$ cat config.mk
export PLATFORM = sky130hd
export DESIGN_NAME = jtag_tap_target
export DESIGN_NICKNAME = d
export VERILOG_FILES = /design/src/rtl/jtag_pkg.sv /design/src/rtl/jtag_tap_fsm.sv /design/src/rtl/jtag_tap_target.sv
export SDC_FILE = /design/constraint.sdc
export NUM_CORES = 1
export LEC_CHECK = 0
export CAP_MARGIN = 10
export CORE_UTILIZATION = 35
export DETAILED_ROUTE_END_ITERATION = 6
export PLACE_DENSITY_LB_ADDON = 0.2
export SLEW_MARGIN = 0
export SYNTH_ARGS = -nofsm -noshare
export SYNTH_HDL_FRONTEND = slang
export SYNTH_SLANG_ARGS = --single-unit
export TNS_END_PERCENT = 30
$ cat constraint.sdc
create_clock -name i_sys_clk -period 1.8 [get_ports i_sys_clk]
set_input_delay 0.18 -clock i_sys_clk [delete_from_list [all_inputs] [get_ports i_sys_clk]]
set_output_delay 0.18 -clock i_sys_clk [all_outputs]
set_load 0.01 [all_outputs]
$ cat src/rtl/jtag_pkg.sv
// Shared TAP types: state encodings, opcodes and the TAP next-state function.
package jtag_pkg;

   typedef enum logic [3:0] {
      EXIT2_DR   = 4'h0,
      EXIT1_DR   = 4'h1,
      SHIFT_DR   = 4'h2,
      PAUSE_DR   = 4'h3,
      SELECT_IR  = 4'h4,
      UPDATE_DR  = 4'h5,
      CAPTURE_DR = 4'h6,
      SELECT_DR  = 4'h7,
      EXIT2_IR   = 4'h8,
      EXIT1_IR   = 4'h9,
      SHIFT_IR   = 4'hA,
      PAUSE_IR   = 4'hB,
      RTI        = 4'hC,
      UPDATE_IR  = 4'hD,
      CAPTURE_IR = 4'hE,
      TLR        = 4'hF
   } tap_state_e;

   localparam logic [3:0] OP_IDCODE  = 4'h1;
   localparam logic [3:0] OP_USER    = 4'h8;
   localparam logic [3:0] OP_BYPASS  = 4'hF;
   localparam logic [3:0] IR_CAPTURE = 4'b0101;

   // Standard 1149.1 state transition taken on each rising TCK edge
   function automatic tap_state_e tap_next(input tap_state_e s, input logic tms);
      tap_state_e n;
      n = TLR;
      case (s)
         TLR:        n = tms ? TLR       : RTI;
         RTI:        n = tms ? SELECT_DR : RTI;
         SELECT_DR:  n = tms ? SELECT_IR : CAPTURE_DR;
         CAPTURE_DR: n = tms ? EXIT1_DR  : SHIFT_DR;
         SHIFT_DR:   n = tms ? EXIT1_DR  : SHIFT_DR;
         EXIT1_DR:   n = tms ? UPDATE_DR : PAUSE_DR;
         PAUSE_DR:   n = tms ? EXIT2_DR  : PAUSE_DR;
         EXIT2_DR:   n = tms ? UPDATE_DR : SHIFT_DR;
         UPDATE_DR:  n = tms ? SELECT_DR : RTI;
         SELECT_IR:  n = tms ? TLR       : CAPTURE_IR;
         CAPTURE_IR: n = tms ? EXIT1_IR  : SHIFT_IR;
         SHIFT_IR:   n = tms ? EXIT1_IR  : SHIFT_IR;
         EXIT1_IR:   n = tms ? UPDATE_IR : PAUSE_IR;
         PAUSE_IR:   n = tms ? EXIT2_IR  : PAUSE_IR;
         EXIT2_IR:   n = tms ? UPDATE_IR : SHIFT_IR;
         UPDATE_IR:  n = tms ? SELECT_DR : RTI;
         default:    n = TLR;
      endcase
      return n;
   endfunction

endpackage

$ cat src/rtl/jtag_tap_fsm.sv
// TAP controller state register with registered one-hot state strobes.
module jtag_tap_fsm
   import jtag_pkg::*;
(
   input  logic       i_clk,
   input  logic       i_rst,
   input  logic       i_tck_rise,
   input  logic       i_tms,
   output logic [3:0] o_state,
   output logic       o_capture_ir,
   output logic       o_shift_ir,
   output logic       o_update_ir,
   output logic       o_capture_dr,
   output logic       o_shift_dr,
   output logic       o_update_dr,
   output logic       o_tlr
);

   tap_state_e r_state;
   tap_state_e w_next;
   logic       r_capture_ir;
   logic       r_shift_ir;
   logic       r_update_ir;
   logic       r_capture_dr;
   logic       r_shift_dr;
   logic       r_update_dr;
   logic       r_tlr;

   assign w_next = tap_next(r_state, i_tms);

   // Advance the TAP on each rising TCK strobe; strobes decode the new state
   always_ff @(posedge i_clk) begin
      if (i_rst) begin
         r_state      <= TLR;
         r_capture_ir <= 1'b0;
         r_shift_ir   <= 1'b0;
         r_update_ir  <= 1'b0;
         r_capture_dr <= 1'b0;
         r_shift_dr   <= 1'b0;
         r_update_dr  <= 1'b0;
         r_tlr        <= 1'b1;
      end else if (i_tck_rise) begin
         r_state      <= w_next;
         r_capture_ir <= (w_next == CAPTURE_IR);
         r_shift_ir   <= (w_next == SHIFT_IR);
         r_update_ir  <= (w_next == UPDATE_IR);
         r_capture_dr <= (w_next == CAPTURE_DR);
         r_shift_dr   <= (w_next == SHIFT_DR);
         r_update_dr  <= (w_next == UPDATE_DR);
         r_tlr        <= (w_next == TLR);
      end
   end

   assign o_state      = r_state;
   assign o_capture_ir = r_capture_ir;
   assign o_shift_ir   = r_shift_ir;
   assign o_update_ir  = r_update_ir;
   assign o_capture_dr = r_capture_dr;
   assign o_shift_dr   = r_shift_dr;
   assign o_update_dr  = r_update_dr;
   assign o_tlr        = r_tlr;

endmodule

$ cat src/rtl/jtag_tap_target.sv
// JTAG TAP target: pin synchronisers, IR, IDCODE/USER/BYPASS data registers and TDO.
module jtag_tap_target
   import jtag_pkg::*;
#(
   parameter logic [31:0] IDCODE_VAL = 32'h1000_0001,
   parameter int          IR_LEN     = 4
)
(
   input  logic        i_sys_clk,
   input  logic        i_rst,
   input  logic        i_tck,
   input  logic        i_tms,
   input  logic        i_tdi,
   output logic        o_tdo,
   input  logic [31:0] i_user_capture_data,
   output logic [31:0] o_user_update_data,
   output logic        o_user_update_valid,
   output logic [3:0]  o_tap_state
);

   localparam logic [IR_LEN-1:0] L_IDCODE  = IR_LEN'(OP_IDCODE);
   localparam logic [IR_LEN-1:0] L_USER    = IR_LEN'(OP_USER);
   localparam logic [IR_LEN-1:0] L_CAPTURE = IR_LEN'(IR_CAPTURE);

   logic [2:0]        r_tck_sync;
   logic [1:0]        r_tms_sync;
   logic [1:0]        r_tdi_sync;
   logic              w_tck_rise;
   logic              w_tck_fall;
   logic              w_tms;
   logic              w_tdi;

   logic              w_capture_ir;
   logic              w_shift_ir;
   logic              w_update_ir;
   logic              w_capture_dr;
   logic              w_shift_dr;
   logic              w_update_dr;
   logic              w_tlr;

   logic [IR_LEN-1:0] r_ir_sr;
   logic [IR_LEN-1:0] r_ir;
   logic [31:0]       r_dr_sr;
   logic              r_bypass;
   logic              r_tdo;
   logic [31:0]       r_update_data;
   logic              r_update_valid;
   logic              w_sel_idcode;
   logic              w_sel_user;
   logic              w_sel_wide;

   // Two-flop synchronisers; the third TCK flop provides edge detection
   always_ff @(posedge i_sys_clk) begin
      if (i_rst) begin
         r_tck_sync <= '0;
         r_tms_sync <= '0;
         r_tdi_sync <= '0;
      end else begin
         r_tck_sync <= {r_tck_sync[1:0], i_tck};
         r_tms_sync <= {r_tms_sync[0], i_tms};
         r_tdi_sync <= {r_tdi_sync[0], i_tdi};
      end
   end

   assign w_tck_rise = r_tck_sync[1] & ~r_tck_sync[2];
   assign w_tck_fall = ~r_tck_sync[1] & r_tck_sync[2];
   assign w_tms      = r_tms_sync[1];
   assign w_tdi      = r_tdi_sync[1];

   jtag_tap_fsm u_fsm (
      .i_clk        (i_sys_clk),
      .i_rst        (i_rst),
      .i_tck_rise   (w_tck_rise),
      .i_tms        (w_tms),
      .o_state      (o_tap_state),
      .o_capture_ir (w_capture_ir),
      .o_shift_ir   (w_shift_ir),
      .o_update_ir  (w_update_ir),
      .o_capture_dr (w_capture_dr),
      .o_shift_dr   (w_shift_dr),
      .o_update_dr  (w_update_dr),
      .o_tlr        (w_tlr)
   );

   // Unknown opcodes fall through to BYPASS
   assign w_sel_idcode = (r_ir == L_IDCODE);
   assign w_sel_user   = (r_ir == L_USER);
   assign w_sel_wide   = w_sel_idcode | w_sel_user;

   // IR shift register captures/shifts on rise; active IR loads on Update-IR fall or TLR
   always_ff @(posedge i_sys_clk) begin
      if (i_rst) begin
         r_ir_sr <= '0;
         r_ir    <= L_IDCODE;
      end else begin
         if (w_tck_rise) begin
            if (w_capture_ir)
               r_ir_sr <= L_CAPTURE;
            else if (w_shift_ir)
               r_ir_sr <= {w_tdi, r_ir_sr[IR_LEN-1:1]};
         end
         if (w_tlr)
            r_ir <= L_IDCODE;
         else if (w_tck_fall && w_update_ir)
            r_ir <= r_ir_sr;
      end
   end

   // Selected data register captures or shifts on rising TCK
   always_ff @(posedge i_sys_clk) begin
      if (i_rst) begin
         r_dr_sr  <= '0;
         r_bypass <= 1'b0;
      end else if (w_tck_rise) begin
         if (w_capture_dr) begin
            if (w_sel_idcode)
               r_dr_sr <= IDCODE_VAL;
            else if (w_sel_user)
               r_dr_sr <= i_user_capture_data;
            r_bypass <= 1'b0;
         end else if (w_shift_dr) begin
            if (w_sel_wide)
               r_dr_sr <= {w_tdi, r_dr_sr[31:1]};
            else
               r_bypass <= w_tdi;
         end
      end
   end

   // TDO presents the selected shift bit on falling TCK, zero outside Shift states
   always_ff @(posedge i_sys_clk) begin
      if (i_rst) begin
         r_tdo <= 1'b0;
      end else if (w_tck_fall) begin
         if (w_shift_ir)
            r_tdo <= r_ir_sr[0];
         else if (w_shift_dr)
            r_tdo <= w_sel_wide ? r_dr_sr[0] : r_bypass;
         else
            r_tdo <= 1'b0;
      end
   end

   // USER update register with a single-cycle valid pulse on Update-DR fall
   always_ff @(posedge i_sys_clk) begin
      if (i_rst) begin
         r_update_data  <= '0;
         r_update_valid <= 1'b0;
      end else begin
         r_update_valid <= 1'b0;
         if (w_tck_fall && w_update_dr && w_sel_user) begin
            r_update_data  <= r_dr_sr;
            r_update_valid <= 1'b1;
         end
      end
   end

   assign o_tdo               = r_tdo;
   assign o_user_update_data  = r_update_data;
   assign o_user_update_valid = r_update_valid;

endmodule

==> impl_metrics.yaml <==
timing:
  final-setup-viol-count: 0
  skew_ns: 0.01107
  final.period_utilization_pct: 92.49
  drv_slew: 0
  rsz0062_at_grt: "no"
  layout_min_cycle_time_ns: 1.665
  setup_tns_ns: 0
  final_hold_viol_count: 0
  clock.fmax_mhz: 600.6
  worstMarginPinSlew_ns: 0.4156
  maxSlewHeadroom_pct: 72.29
setup_path:
  cp_num_buf_inv: 1
  reg2reg_from: "r_ir[0]"
  cp_top_family: "buffers and inverters"
  critical_path.cell_chain: "clkdlybuf4s50_1"
  critPathMaxFanout: 11
  crit_type: "reg -> out"
  crit_start: "u_fsm.o_state[3]"
  required_ns: 1.62
  crit_slowest_cell: "clkdlybuf4s50_1"
  cp-start-kind: "flip-flop"
  end_kind: "primary output"
  crit_path_max_incr_delay_ns: 0.61
  worst_ep_arrival_time_ns: 1.48
  worst-r2r-cell-count: 6
  worst-path-stages: 1
die:
  io_pins: 75
  initial_core_util_pct: 36.64
  die-area_sq_um: 10830
  die_h_um: 104.1
  die_w_um: 104.1
  core-area_sq_um: 9955
  core.rowCount: 36
routing:
  dr.pass1.iters: 4
  wire_per_inst_um: 14.14
  met3_length_um: 512
  drt-vias-per-instance: 5.136
  maxUsedRoutingLayer: "met4"
  wl_mm: 9.050
  met2_length_mm: 4.110
  wl_met1_mm: 4.315
  postRouteAntennaNets: 0
  drt-initial-drc-count: 158
  drc: 0
  vias: 3287
logic_synthesis:
  synth_edf_count: 0
  synth-main-ff-cell: "dfxtp_1"
  synth.net_count: 474
  synth_largest_area_cell: "dfxtp_1"
  synth_top_area_share_pct: 51.05
  syn_area_sq_um: 3647
  synthCells: 437
  ys_seq_area_share_pct: 51.05
  syn_avg_cell_area_sq_um: 8.346
  yosysWarningCount: 0
  ys_types: 38
  synthArstFlopShare_pct: 0
  synth-seq-cells: 93
  synth_area_leaders: "dfxtp_1, nand2_1, a221oi_1"
placement:
  gp_congestion: 0.8265
  io_buffers: 74
  dp_hpwl_mm: 5.849
  placed_cells: 624
global_route:
  antenna_found_initial: 0
  grt_max_degree: 95
  track_usage_pct: 17.26
  grt-ovfl-total: 0
  grt_pass1_vias: 3124
  grt_pass1_wl_mm: 15.44
cts:
  cts.root.buffer_cell: "clkbuf_8"
  clock_path_buffers: 2
  cts-htree-levels: 3
  numClockSinks: 93
  clk_pin_slew_ns: 0.09
  cts_tree: "done"
  clkLatencyLatePin_ns: 0.36
  numCtsBuffers: 9
pwr:
  p_leak_nw: 1.692
  ir_drop_uv: 484.0
  powerDensity_nw_per_um2: 811.8
flow_run:
  drv_cap: 0
status:
  outcome: "complete, no violations"
layout:
  fillers: 969
  fin_nets: 539
  syn2layout_area_growth_pct: 32.59
  diodes: 0
  drive_above_1_share_pct: 7.890
  final_cells: 640
worst_hold_path:
  hold_path_depth: 3
  min_path_type: "in -> reg"
  min_from: "i_rst"
## kinds of logic after synthesis
logic type | after synthesis | synth area share, %
xor+xnor | 1 | 0.2402
mux | 4 | 1.098
compound gates | 97 | 17.46
buf+inv | 40 | 4.460
simple gates | 202 | 25.69
flops | 93 | 51.05
## metrics by stage
| stage | instance area [sq um] | utilization [%] | worst slack [ns] | total power, mW | hold slack, ns |
|---|---|---|---|---|---|
| 2_1_floorplan | 3647 | - | 0.1608 | 2.233 | 0.3082 |
| 6_report | 4836 | 48.58 | 0.1351 | 3.926 | 0.3172 |
| 4_1_cts | 4818 | 48.40 | 0.08193 | 3.962 | 0.3268 |
| 3_5_place_dp | 4587 | 46.08 | 0.09544 | 2.356 | 0.4239 |
| 5_1_grt | 4836 | 48.58 | 0.01674 | 4.071 | 0.3415 |
| 3_3_place_gp | 4587 | 46.08 | 0.1955 | 2.356 | 0.4202 |
## repair_timing
item	CTS	global route
hold buffers	0	0
endpoints found under the hold margin	0	0
buffers inserted	0	0
setup endpoints to repair	0	22
resized for setup	0	3
## layout by cell type (no fill, tap or decap), drive strengths merged, types with 8 or more instances in the layout
cell and count:
a221oi 30, nand2b 8, buf 18, dfxtp 93, nor2 49, a21oi 47, nand2 77, clkdlybuf4s50 73
nor3 34, clkbuf 10, nor2b 12
## report_power, final
part           switching, mW  internal [mW]
clock                  0.781          0.836
combinational         0.0907          0.118
sequential            0.0235           2.08
## registers in the layout (all words and copies together), names as in the netlist
name,count
o_user_update_data,32
r_dr_sr,32
r_ir,4
r_ir_sr,4
u_fsm.o_state,4
r_tck_sync,3
r_tdi_sync,2
r_tms_sync,2
o_tdo,1
o_user_update_valid,1
r_bypass,1
u_fsm.o_capture_dr,1
u_fsm.o_capture_ir,1
u_fsm.o_shift_dr,1
u_fsm.o_shift_ir,1
u_fsm.o_tlr,1
u_fsm.o_update_dr,1
u_fsm.o_update_ir,1
## cell usage after synthesis, types with 3 or more instances
master    count
buf_2         9
mux2i_1       4
o21ai_0       5
nor2_1       49
nor4_1        4
a21oi_1      47
o22ai_1       3
a221oi_1     30
nor3_1       34
nand4b_1      3
nor2b_1      12
nand2_1      77
clkbuf_1     25
nand3_1       5
nand2b_1      8
dfxtp_1      93
inv_1         3
## metal layers
metal / vias to the layer above / track usage (%)
met1: 1542 / 23.46
met3: 9 / 4.699
li1: 1656 / -
met5: - / 0
met4: 0 / 5.612
met2: 80 / 26.38
## worst paths after layout
| check | end | slack (ns) |
|---|---|---|
| hold / removal | u_fsm.o_update_dr | 0.32 |
| hold reg to reg | r_tdi_sync[1] | 0.44 |
| setup reg to reg | r_dr_sr[21] | 0.17 |
| setup / recovery | o_tap_state[3] | 0.14 |
## cell type report
class,instances,area (sq um),area share [%]
clock buffers,10,137.6,2.846
clock inverters,6,93.84,1.940
inverters,3,11.26,0.2329
multi-input cells,304,1648,34.08
flip-flops and latches,93,1862,38.50
well taps,133,166.4,3.441
repair buffers,91,917.1,18.97
Power figures use the tool's default switching activity.
